**config.mk**
```make
export PLATFORM = sky130hd
export DESIGN_NAME = avalon_obi_bridge
export DESIGN_NICKNAME = d
export VERILOG_FILES = /design/src/rtl/avalon_obi_pkg.sv /design/src/rtl/avalon_obi_fifo.sv /design/src/rtl/avalon_obi_bridge.sv
export SDC_FILE = /design/constraint.sdc
export NUM_CORES = 1
export LEC_CHECK = 0
export BUFFER_PORTS_ARGS = -buffer_cell sky130_fd_sc_hd__buf_4
export CORE_ASPECT_RATIO = 2
export CORE_MARGIN = 1
export CORE_UTILIZATION = 45
export CTS_CLUSTER_DIAMETER = 100
export CTS_CLUSTER_SIZE = 24
export DETAILED_ROUTE_END_ITERATION = 12
export GPL_TIMING_DRIVEN = 1
export PLACE_DENSITY = 0.68
export SLEW_MARGIN = 20
export SYNTH_ARGS = -nofsm -noshare
export SYNTH_HDL_FRONTEND = slang
export SYNTH_SLANG_ARGS = --single-unit
```
**constraint.sdc**
```tcl
create_clock -name clk_i -period 8.92 [get_ports clk_i]
set_input_delay 0.892 -clock clk_i [delete_from_list [all_inputs] [get_ports clk_i]]
set_output_delay 0.892 -clock clk_i [all_outputs]
set_load 0.005 [all_outputs]
```
**src/rtl/avalon_obi_pkg.sv**
```systemverilog
// Shared types and helpers for the ibex req/gnt/rvalid to Avalon-MM bridge.
// Holds the Avalon response encoding and the byte-to-word address shift.
package avalon_obi_pkg;

  typedef enum logic [1:0] {
    OKAY        = 2'b00,
    RESERVED    = 2'b01,
    SLVERR      = 2'b10,
    DECODEERROR = 2'b11
  } avm_resp_e;

  // Number of low address bits dropped when converting a byte address to a word address.
  function automatic int unsigned word_shift(input int unsigned data_width);
    return $clog2(data_width / 8);
  endfunction

endpackage

```
**src/rtl/avalon_obi_fifo.sv**
```systemverilog
// Show-ahead synchronous FIFO: the head entry is visible on rdata while not empty.
// Push when full and pop when empty are ignored.
module avalon_obi_fifo #(
  parameter int unsigned Width = 1,
  parameter int unsigned Depth = 4
) (
  input  logic             clk_i,
  input  logic             rst_ni,
  input  logic             push,
  input  logic             pop,
  input  logic [Width-1:0] wdata,
  output logic [Width-1:0] rdata,
  output logic             full,
  output logic             empty
);

  localparam int unsigned PtrW = (Depth > 1) ? $clog2(Depth) : 1;
  localparam logic [PtrW:0] PtrOne = {{PtrW{1'b0}}, 1'b1};

  logic [PtrW:0]    wr_ptr_r;
  logic [PtrW:0]    rd_ptr_r;
  logic [Width-1:0] mem_r [Depth];
  logic             push_ok_s;
  logic             pop_ok_s;

  // Extra pointer bit separates the full and empty cases when the indices match.
  assign full      = (wr_ptr_r[PtrW] != rd_ptr_r[PtrW]) &&
                     (wr_ptr_r[PtrW-1:0] == rd_ptr_r[PtrW-1:0]);
  assign empty     = (wr_ptr_r == rd_ptr_r);
  assign push_ok_s = push & ~full;
  assign pop_ok_s  = pop & ~empty;
  assign rdata     = mem_r[rd_ptr_r[PtrW-1:0]];

  // Pointer update.
  always_ff @(posedge clk_i or negedge rst_ni) begin
    if (!rst_ni) begin
      wr_ptr_r <= '0;
      rd_ptr_r <= '0;
    end else begin
      if (push_ok_s) begin
        wr_ptr_r <= wr_ptr_r + PtrOne;
      end else begin
        wr_ptr_r <= wr_ptr_r;
      end
      if (pop_ok_s) begin
        rd_ptr_r <= rd_ptr_r + PtrOne;
      end else begin
        rd_ptr_r <= rd_ptr_r;
      end
    end
  end

  // Storage array, no reset needed since the pointers qualify every read.
  always_ff @(posedge clk_i) begin
    if (push_ok_s) begin
      mem_r[wr_ptr_r[PtrW-1:0]] <= wdata;
    end
  end

endmodule

```
**src/rtl/avalon_obi_bridge.sv**
```systemverilog
// Bridge from the ibex req/gnt/rvalid memory port to a pipelined Avalon-MM master,
// with up to MaxOutstanding in-flight transactions retired strictly in issue order.
module avalon_obi_bridge
  import avalon_obi_pkg::*;
#(
  parameter int unsigned AddrWidth      = 32,
  parameter int unsigned DataWidth      = 32,
  parameter int unsigned MaxOutstanding = 4,
  parameter int unsigned WordAddr       = 1
) (
  input  logic                                clk_i,
  input  logic                                rst_ni,
  input  logic                                data_req_i,
  input  logic                                data_we_i,
  input  logic [DataWidth/8-1:0]              data_be_i,
  input  logic [AddrWidth-1:0]                data_addr_i,
  input  logic [DataWidth-1:0]                data_wdata_i,
  output logic                                data_gnt_o,
  output logic                                data_rvalid_o,
  output logic [DataWidth-1:0]                data_rdata_o,
  output logic                                data_err_o,
  output logic [AddrWidth-1:0]                avm_address,
  output logic [DataWidth/8-1:0]              avm_byteenable,
  output logic                                avm_read,
  output logic                                avm_write,
  output logic [DataWidth-1:0]                avm_writedata,
  input  logic                                avm_waitrequest,
  input  logic [DataWidth-1:0]                avm_readdata,
  input  logic                                avm_readdatavalid,
  input  logic [1:0]                          avm_response,
  output logic [$clog2(MaxOutstanding):0]     outstanding_o
);

  localparam int unsigned CntW      = $clog2(MaxOutstanding) + 1;
  localparam int unsigned ByteShift = word_shift(DataWidth);
  localparam logic [CntW-1:0] CntOne = {{(CntW-1){1'b0}}, 1'b1};
  localparam logic [CntW-1:0] CntMax = CntW'(MaxOutstanding);

  logic [CntW-1:0]    cnt_r;
  logic [CntW-1:0]    rd_pend_r;
  logic               room_s;
  logic               accept_s;
  logic               rd_accept_s;
  logic               rdv_take_s;
  logic               rdv_err_s;

  logic               order_push_s;
  logic               order_pop_s;
  logic [0:0]         order_head_s;
  logic               order_full_s;
  logic               order_empty_s;

  logic               rd_push_s;
  logic               rd_pop_s;
  logic [DataWidth:0] rd_head_s;
  logic               rd_full_s;
  logic               rd_empty_s;

  logic               retire_wr_s;
  logic               retire_rd_s;
  logic               retire_s;
  logic               rd_bypass_s;
  logic [DataWidth:0] rd_sel_s;

  // Request side is a straight pass-through gated only by the in-flight limit.
  assign room_s         = (cnt_r < CntMax) & ~order_full_s;
  assign avm_read       = data_req_i & ~data_we_i & room_s;
  assign avm_write      = data_req_i & data_we_i & room_s;
  assign avm_address    = (WordAddr != 0) ? (data_addr_i >> ByteShift) : data_addr_i;
  assign avm_byteenable = data_be_i;
  assign avm_writedata  = data_wdata_i;
  assign accept_s       = data_req_i & room_s & ~avm_waitrequest;
  assign data_gnt_o     = accept_s;
  assign rd_accept_s    = accept_s & ~data_we_i;

  // Readdatavalid with no read pending is stale traffic from before a reset.
  assign rdv_take_s = avm_readdatavalid & (rd_pend_r != '0);
  assign rdv_err_s  = (avm_resp_e'(avm_response) != OKAY);

  // Retire selection; writes and freshly arriving read data bypass their FIFOs.
  always_comb begin
    retire_wr_s = 1'b0;
    retire_rd_s = 1'b0;
    rd_bypass_s = 1'b0;
    if (order_empty_s) begin
      retire_wr_s = accept_s & data_we_i;
    end else if (order_head_s == 1'b1) begin
      retire_wr_s = 1'b1;
    end else begin
      retire_rd_s = ~rd_empty_s | rdv_take_s;
      rd_bypass_s = rd_empty_s & rdv_take_s;
    end
  end

  assign retire_s     = retire_wr_s | retire_rd_s;
  assign order_push_s = accept_s & ~(order_empty_s & data_we_i);
  assign order_pop_s  = retire_s & ~order_empty_s;
  assign rd_push_s    = rdv_take_s & ~rd_bypass_s & ~rd_full_s;
  assign rd_pop_s     = retire_rd_s & ~rd_empty_s;
  assign rd_sel_s     = rd_empty_s ? {rdv_err_s, avm_readdata} : rd_head_s;

  avalon_obi_fifo #(
    .Width (1),
    .Depth (MaxOutstanding)
  ) u_order_fifo (
    .clk_i  (clk_i),
    .rst_ni (rst_ni),
    .push   (order_push_s),
    .pop    (order_pop_s),
    .wdata  (data_we_i),
    .rdata  (order_head_s),
    .full   (order_full_s),
    .empty  (order_empty_s)
  );

  avalon_obi_fifo #(
    .Width (DataWidth + 1),
    .Depth (MaxOutstanding)
  ) u_rdata_fifo (
    .clk_i  (clk_i),
    .rst_ni (rst_ni),
    .push   (rd_push_s),
    .pop    (rd_pop_s),
    .wdata  ({rdv_err_s, avm_readdata}),
    .rdata  (rd_head_s),
    .full   (rd_full_s),
    .empty  (rd_empty_s)
  );

  // In-flight and pending-read counters.
  always_ff @(posedge clk_i or negedge rst_ni) begin
    if (!rst_ni) begin
      cnt_r     <= '0;
      rd_pend_r <= '0;
    end else begin
      if (accept_s && !retire_s) begin
        cnt_r <= cnt_r + CntOne;
      end else if (!accept_s && retire_s) begin
        cnt_r <= cnt_r - CntOne;
      end else begin
        cnt_r <= cnt_r;
      end
      if (rd_accept_s && !rdv_take_s) begin
        rd_pend_r <= rd_pend_r + CntOne;
      end else if (!rd_accept_s && rdv_take_s) begin
        rd_pend_r <= rd_pend_r - CntOne;
      end else begin
        rd_pend_r <= rd_pend_r;
      end
    end
  end

  // Registered response toward the core.
  always_ff @(posedge clk_i or negedge rst_ni) begin
    if (!rst_ni) begin
      data_rvalid_o <= 1'b0;
      data_err_o    <= 1'b0;
      data_rdata_o  <= '0;
    end else begin
      data_rvalid_o <= retire_s;
      if (retire_rd_s) begin
        data_err_o   <= rd_sel_s[DataWidth];
        data_rdata_o <= rd_sel_s[DataWidth-1:0];
      end else begin
        data_err_o   <= 1'b0;
        data_rdata_o <= '0;
      end
    end
  end

  assign outstanding_o = cnt_r;

endmodule

```
Word level (Yosys, flattened, before mapping)
Memories as Yosys holds them, arrays and structs flattened.
Cells that the tools add are included.

cells by class
  magnitude comparators = 1
  reductions and logical operators = 14
  bitwise gates (word level) = 31
  equality and inequality tests = 6
  $add $sub $neg = 8
  muxes and demuxes = 17

operator list
  kind                                                                 count
  33-bit 2-to-1 mux                                                    1
  32-bit 2-to-1 mux                                                    1
  1-bit AND                                                            21
  3-bit by 1-bit adder with 3-bit output (second input constant)       6
  3-bit 2-to-1 mux                                                     4
  1-bit 2-to-1 mux                                                     11
  1-bit inverter                                                       8
  3-bit equality test                                                  2
  1-bit logical AND                                                    6
  2-bit nonzero test                                                   3
  3-bit by 1-bit subtractor with 3-bit output (second input constant)  2
  2-bit equality test                                                  2
  1-bit zero test                                                      4
  3-bit less-than comparator (second input constant)                   1
  3-bit nonzero test                                                   1
  1-bit != test                                                        2
  1-bit OR                                                             2

word-level totals
  memories kept = 2
  input port bits = 108
  register bits after elaboration = 52
  bits in writable memories = 136

memory list
  memory              words  bits a word  read ports  clocked after Yosys merged registers in  wr ports  line                   RTL
  u_rdata_fifo.mem_r  4      33           1           0                                        1         avalon_obi_fifo.sv:22  logic [Width-1:0] mem_r [Depth];
  u_order_fifo.mem_r  4      1            1           0                                        1         avalon_obi_fifo.sv:22

Depth between registers and ports, before layout
  depth after elaboration = 12
  depth in mapped cells = 11
  mapped depth without buffers = 10

Modules after synthesis
A second synthesis with hierarchy kept.

unflattened totals
  cells, all modules = 455
  area total of the unflattened synthesis = 8071.5 µm²

by module, submodules not included
  module                          instances  area each (µm²)  cells an instance  seq. area each (µm²)
  avalon_obi_fifo (u_rdata_fifo)  1          5277.6           221                4113.9
  avalon_obi_bridge               1          2195.9           183                1001.0
  avalon_obi_fifo (u_order_fifo)  1          598.1            51                 270.3

Worst setup path before layout
OpenSTA, ideal clock, no wires.

  path type = input to register
  start point = input port avm_readdatavalid
  end point = memory u_rdata_fifo.mem_r[0][0] in the netlist's numbering (enable)
  slack = 5.559 ns
  path buffers = 1
  arrival time = 2.938 ns
  stages = 4
  cell sequence = o31a_1 > buf_1 > nand2_1 > nor2_1

on the way
  longest elaborated chain between the ends = 10

ends and longest elaborated chain
  item                                        line                     RTL
  start: declaration                          avalon_obi_bridge.sv:29  input logic avm_readdatavalid,
  1-bit AND (*)                               avalon_obi_bridge.sv:77  assign rdv_take_s = avm_readdatavalid & (rd_pend_r != '0);
  1-bit AND                                   avalon_obi_bridge.sv:91  rd_bypass_s = rd_empty_s & rdv_take_s;
  1-bit 2-to-1 mux                            avalon_obi_bridge.sv:87  end else if (order_head_s == 1'b1) begin
  1-bit 2-to-1 mux                            avalon_obi_bridge.sv:85  if (order_empty_s) begin
  1-bit inverter                              avalon_obi_bridge.sv:98  assign rd_push_s = rdv_take_s & ~rd_bypass_s & ~rd_full_s;
  1-bit AND (*) (2 in a row)                  avalon_obi_bridge.sv:98
  1-bit AND (*)                               avalon_obi_fifo.sv:30    assign push_ok_s = push & ~full;
  1-bit 2-to-1 mux (*)                        avalon_obi_fifo.sv:55    if (push_ok_s) begin
  1-bit 2-to-1 mux (implied by the code) (*)  avalon_obi_fifo.sv:56    mem_r[wr_ptr_r[PtrW-1:0]] <= wdata;
  end: declaration                            avalon_obi_fifo.sv:22

Mark *: on every way between the ends. The rest lies on a longest branch, timed or not.

Worst setup path in the final report
  start point = register u_rdata_fifo.rd_ptr_r[1]
  end point = register cnt_r[2] (netlist: outstanding_o[2])

on the way
  longest elaborated chain between the ends = 9

ends and longest elaborated chain
  item                                                           line                      RTL
  start: declaration                                             avalon_obi_fifo.sv:21     logic [PtrW:0] rd_ptr_r;
  start signal: assignment                                       avalon_obi_fifo.sv:46     rd_ptr_r <= rd_ptr_r + PtrOne;
  start signal: assignment                                       avalon_obi_fifo.sv:48     rd_ptr_r <= rd_ptr_r;
  3-bit equality test (*)                                        avalon_obi_fifo.sv:29     assign empty = (wr_ptr_r == rd_ptr_r);
  1-bit inverter (*)                                             avalon_obi_bridge.sv:90   retire_rd_s = ~rd_empty_s | rdv_take_s;
  1-bit OR (*)                                                   avalon_obi_bridge.sv:90
  1-bit 2-to-1 mux (*)                                           avalon_obi_bridge.sv:87
  1-bit 2-to-1 mux (*)                                           avalon_obi_bridge.sv:85
  1-bit OR (*)                                                   avalon_obi_bridge.sv:95   assign retire_s = retire_wr_s | retire_rd_s;
  1-bit zero test                                                avalon_obi_bridge.sv:136  if (accept_s && !retire_s) begin
  1-bit logical AND                                              avalon_obi_bridge.sv:136
  3-bit 2-to-1 mux / 2-bit nonzero test (equally long branches)  n/a
  end signal: assignment                                         avalon_obi_bridge.sv:137  cnt_r <= cnt_r + CntOne;
  end signal: assignment                                         avalon_obi_bridge.sv:139  cnt_r <= cnt_r - CntOne;
  end signal: assignment                                         avalon_obi_bridge.sv:141  cnt_r <= cnt_r;
  end: declaration                                               avalon_obi_bridge.sv:39   logic [CntW-1:0] cnt_r;

Marks and branches as above.
A chain may end at the register's enable or synchronous reset.

==> results.cfg <==
[global_routing]
grtUsageMet1_pct = 19.1
grt.met3_usage_pct = 3.88
grt_overflow = 0
grt_antenna_before_repair = 1
grt_pass1_vias = 4504
grt_max_degree = 53
grt_pass1_wl_um = 25200
busiest_layer = met2
track_usage_pct = 18.4
grt.met2_usage_pct = 32.7

[yosys]
synth.distinct_cells = 48
synthCells = 517
async_reset_ff_share_pct = 27.7
synth_area_per_cell_um2 = 15.8
synth_warnings = 0
yosys.area.top_type_share_pct = 50.0
ys_ff_latch = 188
synth_edf_count = 136
synth_ff_type = edfxtp_1
syn_area_um2 = 8170
synth_seq_area_share_pct = 66.0
synth_top_cell_by_area = edfxtp_1
synth.area.top_cells = edfxtp_1, dfrtp_1, mux4_2, buf_4, nand2_1

[clock_network]
cts_max_level = 4
root_buffer = clkbuf_16
cts.sink_count = 188
hold_buffers = 0
clk_latency_ns = 0.43
cts_tree = yes
postCtsSetupRepairBufs = 0
clkSlewWorstSetupHoldPaths_ns = 0.07
cts_resized = 0
cts.path.max_buffers = 2
numCtsBuffers = 17

[hold_path]
hp-class = reg -> reg

[timing]
max_slew_margin_pct = 32.2
fin_setup_tns_ns = 0
period_needed_ns = 4.07
fin_worst_skew_ns = 0.0109
tightest_slew_ns = 1.02
setup_slack_ns = 4.85
timing_hold_violations_final = 0
rsz0062_at_grt = false
setup_violations = 0
fmax_mhz = 246
final_max_slew_viol_count = 0
worst_hold_slack_ns = 0.486
post-route-period-util_pct = 45.6

[finish]
area_delta_synth_final_pct = 12.2
final_cell_count_no_fill = 761
final_common_cell = edfxtp_1
final_cell_mix = edfxtp_1, buf_4, nand2_1
post-route-util_pct = 51.5
drive_gt1_share_pct = 36.9
nets = 656
design_area_um2 = 9160
num-fill-cells = 1483

[worst_setup_path]
cp_data_required_time_ns = 9.28
path_depth = 10
slowest_stage = dfrtp_2
cp-start-kind = register
reg2reg_to = outstanding_o[2]$_DFFE_PN0P_
crit_chain = xnor2_1 -> nand3_2 -> o31ai_4 -> o21a_1 -> ha_1 -> inv_1 -> fa_1 -> xor2_1 -> nor2_1 -> xor2_1
crit_path_max_incr_delay_ns = 1.01
r2r_cells = 10
worstPathArrival_ns = 4.43
crit_end = outstanding_o[2]$_DFFE_PN0P_
critPathKind = reg -> reg
ff2ff_setup_slack_ns = 4.85
crit_fanout = 38
cp-startpoint = u_rdata_fifo.rd_ptr_r[1]$_DFFE_PN0P_
cp-end-kind = register
path_buf_inv = 1
crit_family = flip-flops
cpMostUsedCell = xor2_1
reg2reg_from = u_rdata_fifo.rd_ptr_r[1]$_DFFE_PN0P_

[power_and_ir_drop]
cellLeakagePower_nw = 3.42
ir_worst_vdd_mv = 0.203
power.density_nw_per_um2 = 372
power.total_mw = 3.40

[placed_design]
dpl_worst_slack_ns = 4.77
place_area_um2 = 8480
dp_hpwl_um = 10200
gp_congestion = 0.757
io_buffers = 79
dp.cells = 725

[detailed_routing]
drc = 0
ant_nets = 0
wl_per_cell_um = 21.5
num_vias = 4194
wl_um = 16400
post_drt_via_cell_ratio = 5.51
dr.pass1.iters = 4
drt-initial-drc-count = 187

[run_status]
status = completed

[floorplanning]
pin_count = 216
core_area_um2 = 17800
num_rows = 69
initial_utilization_pct = 45.9
fp.dieArea_um2 = 18700
die_y_um = 193
fp.dieW_um = 97.3

[run]
cap_violations = 0
[synthesized netlist by cell type (5+ instances only)]
cell type / instances
nor2_1: 11
xnor2_1: 12
ha_1: 12
xor2_1: 8
inv_1: 8
buf_4: 70
dfrtp_1: 52
and3_1: 5
clkbuf_1: 5
mux4_2: 34
nand2_1: 74
edfxtp_1: 136
a21oi_2: 31
nand3_1: 5
buf_2: 9
[cells by family (layout without fill, tap and decap cells)]
kind of cell	after synthesis	in the layout	share of synthesized area, %
multiplexers	38	38	9.98
buffers and inverters	97	126	8.09
adder cells (fa/ha/maj)	14	14	2.33
AND/OR/NAND/NOR	107	107	5.61
XOR/XNOR	21	21	2.34
AO/OA/AOI/OAI	51	51	5.65
other	1	3	0.0459
flip-flops	188	188	66.0
[report_power, final]
group	internal [mW]	total [mW]	switching, mW
Clock	0.449	0.770	0.321
Sequential	1.20	1.34	0.135
Combinational	0.569	1.30	0.728
Total	2.22	3.40	1.18
[area by class of cell]
class,instances,area (um^2),share of cell area [%]
clock inverters,14,169,1.84
well taps,213,267,2.91
flip-flops and latches,188,5390,58.8
inverters,9,33.8,0.369
multi-input cells,233,2160,23.6
repair buffers,85,703,7.68
diodes,1,2.50,0.0273
clock buffers,18,439,4.79
[registers in the layout, indices dropped and copies added (netlist names)]
register / cells
data_rdata_o: 32
data_rvalid_o: 1
u_rdata_fifo.wr_ptr_r: 3
u_rdata_fifo.mem_r: 132
u_order_fifo.mem_r: 4
u_rdata_fifo.rd_ptr_r: 3
data_err_o: 1
outstanding_o: 3
u_order_fifo.rd_ptr_r: 3
u_order_fifo.wr_ptr_r: 3
rd_pend_r: 3
[how the worst min path moves through the flow]
| stage | depth (start not counted) | slack, ns | endpoint | start |
|---|---|---|---|---|
| floorplan | 1 | 0.44 | rd_pend_r[2]$_DFFE_PN0P_ | rd_pend_r[2]$_DFFE_PN0P_ |
| global placement | 1 | 0.46 | rd_pend_r[2]$_DFFE_PN0P_ | rd_pend_r[2]$_DFFE_PN0P_ |
| detailed placement | 1 | 0.48 | rd_pend_r[2]$_DFFE_PN0P_ | rd_pend_r[2]$_DFFE_PN0P_ |
| CTS | 1 | 0.49 | rd_pend_r[2]$_DFFE_PN0P_ | rd_pend_r[2]$_DFFE_PN0P_ |
| global route | 1 | 0.51 | rd_pend_r[2]$_DFFE_PN0P_ | rd_pend_r[2]$_DFFE_PN0P_ |
| finish | 1 | 0.49 | rd_pend_r[2]$_DFFE_PN0P_ | rd_pend_r[2]$_DFFE_PN0P_ |
[metal layers]
layer | wire length (um) | vias to the layer above
li1 | - | 1848
met1 | 5720 | 2112
met2 | 8770 | 152
met3 | 863 | 82
met4 | 1020 | 0
met5 | 0 | -
No activity file was read; power rests on OpenSTA's default activity.
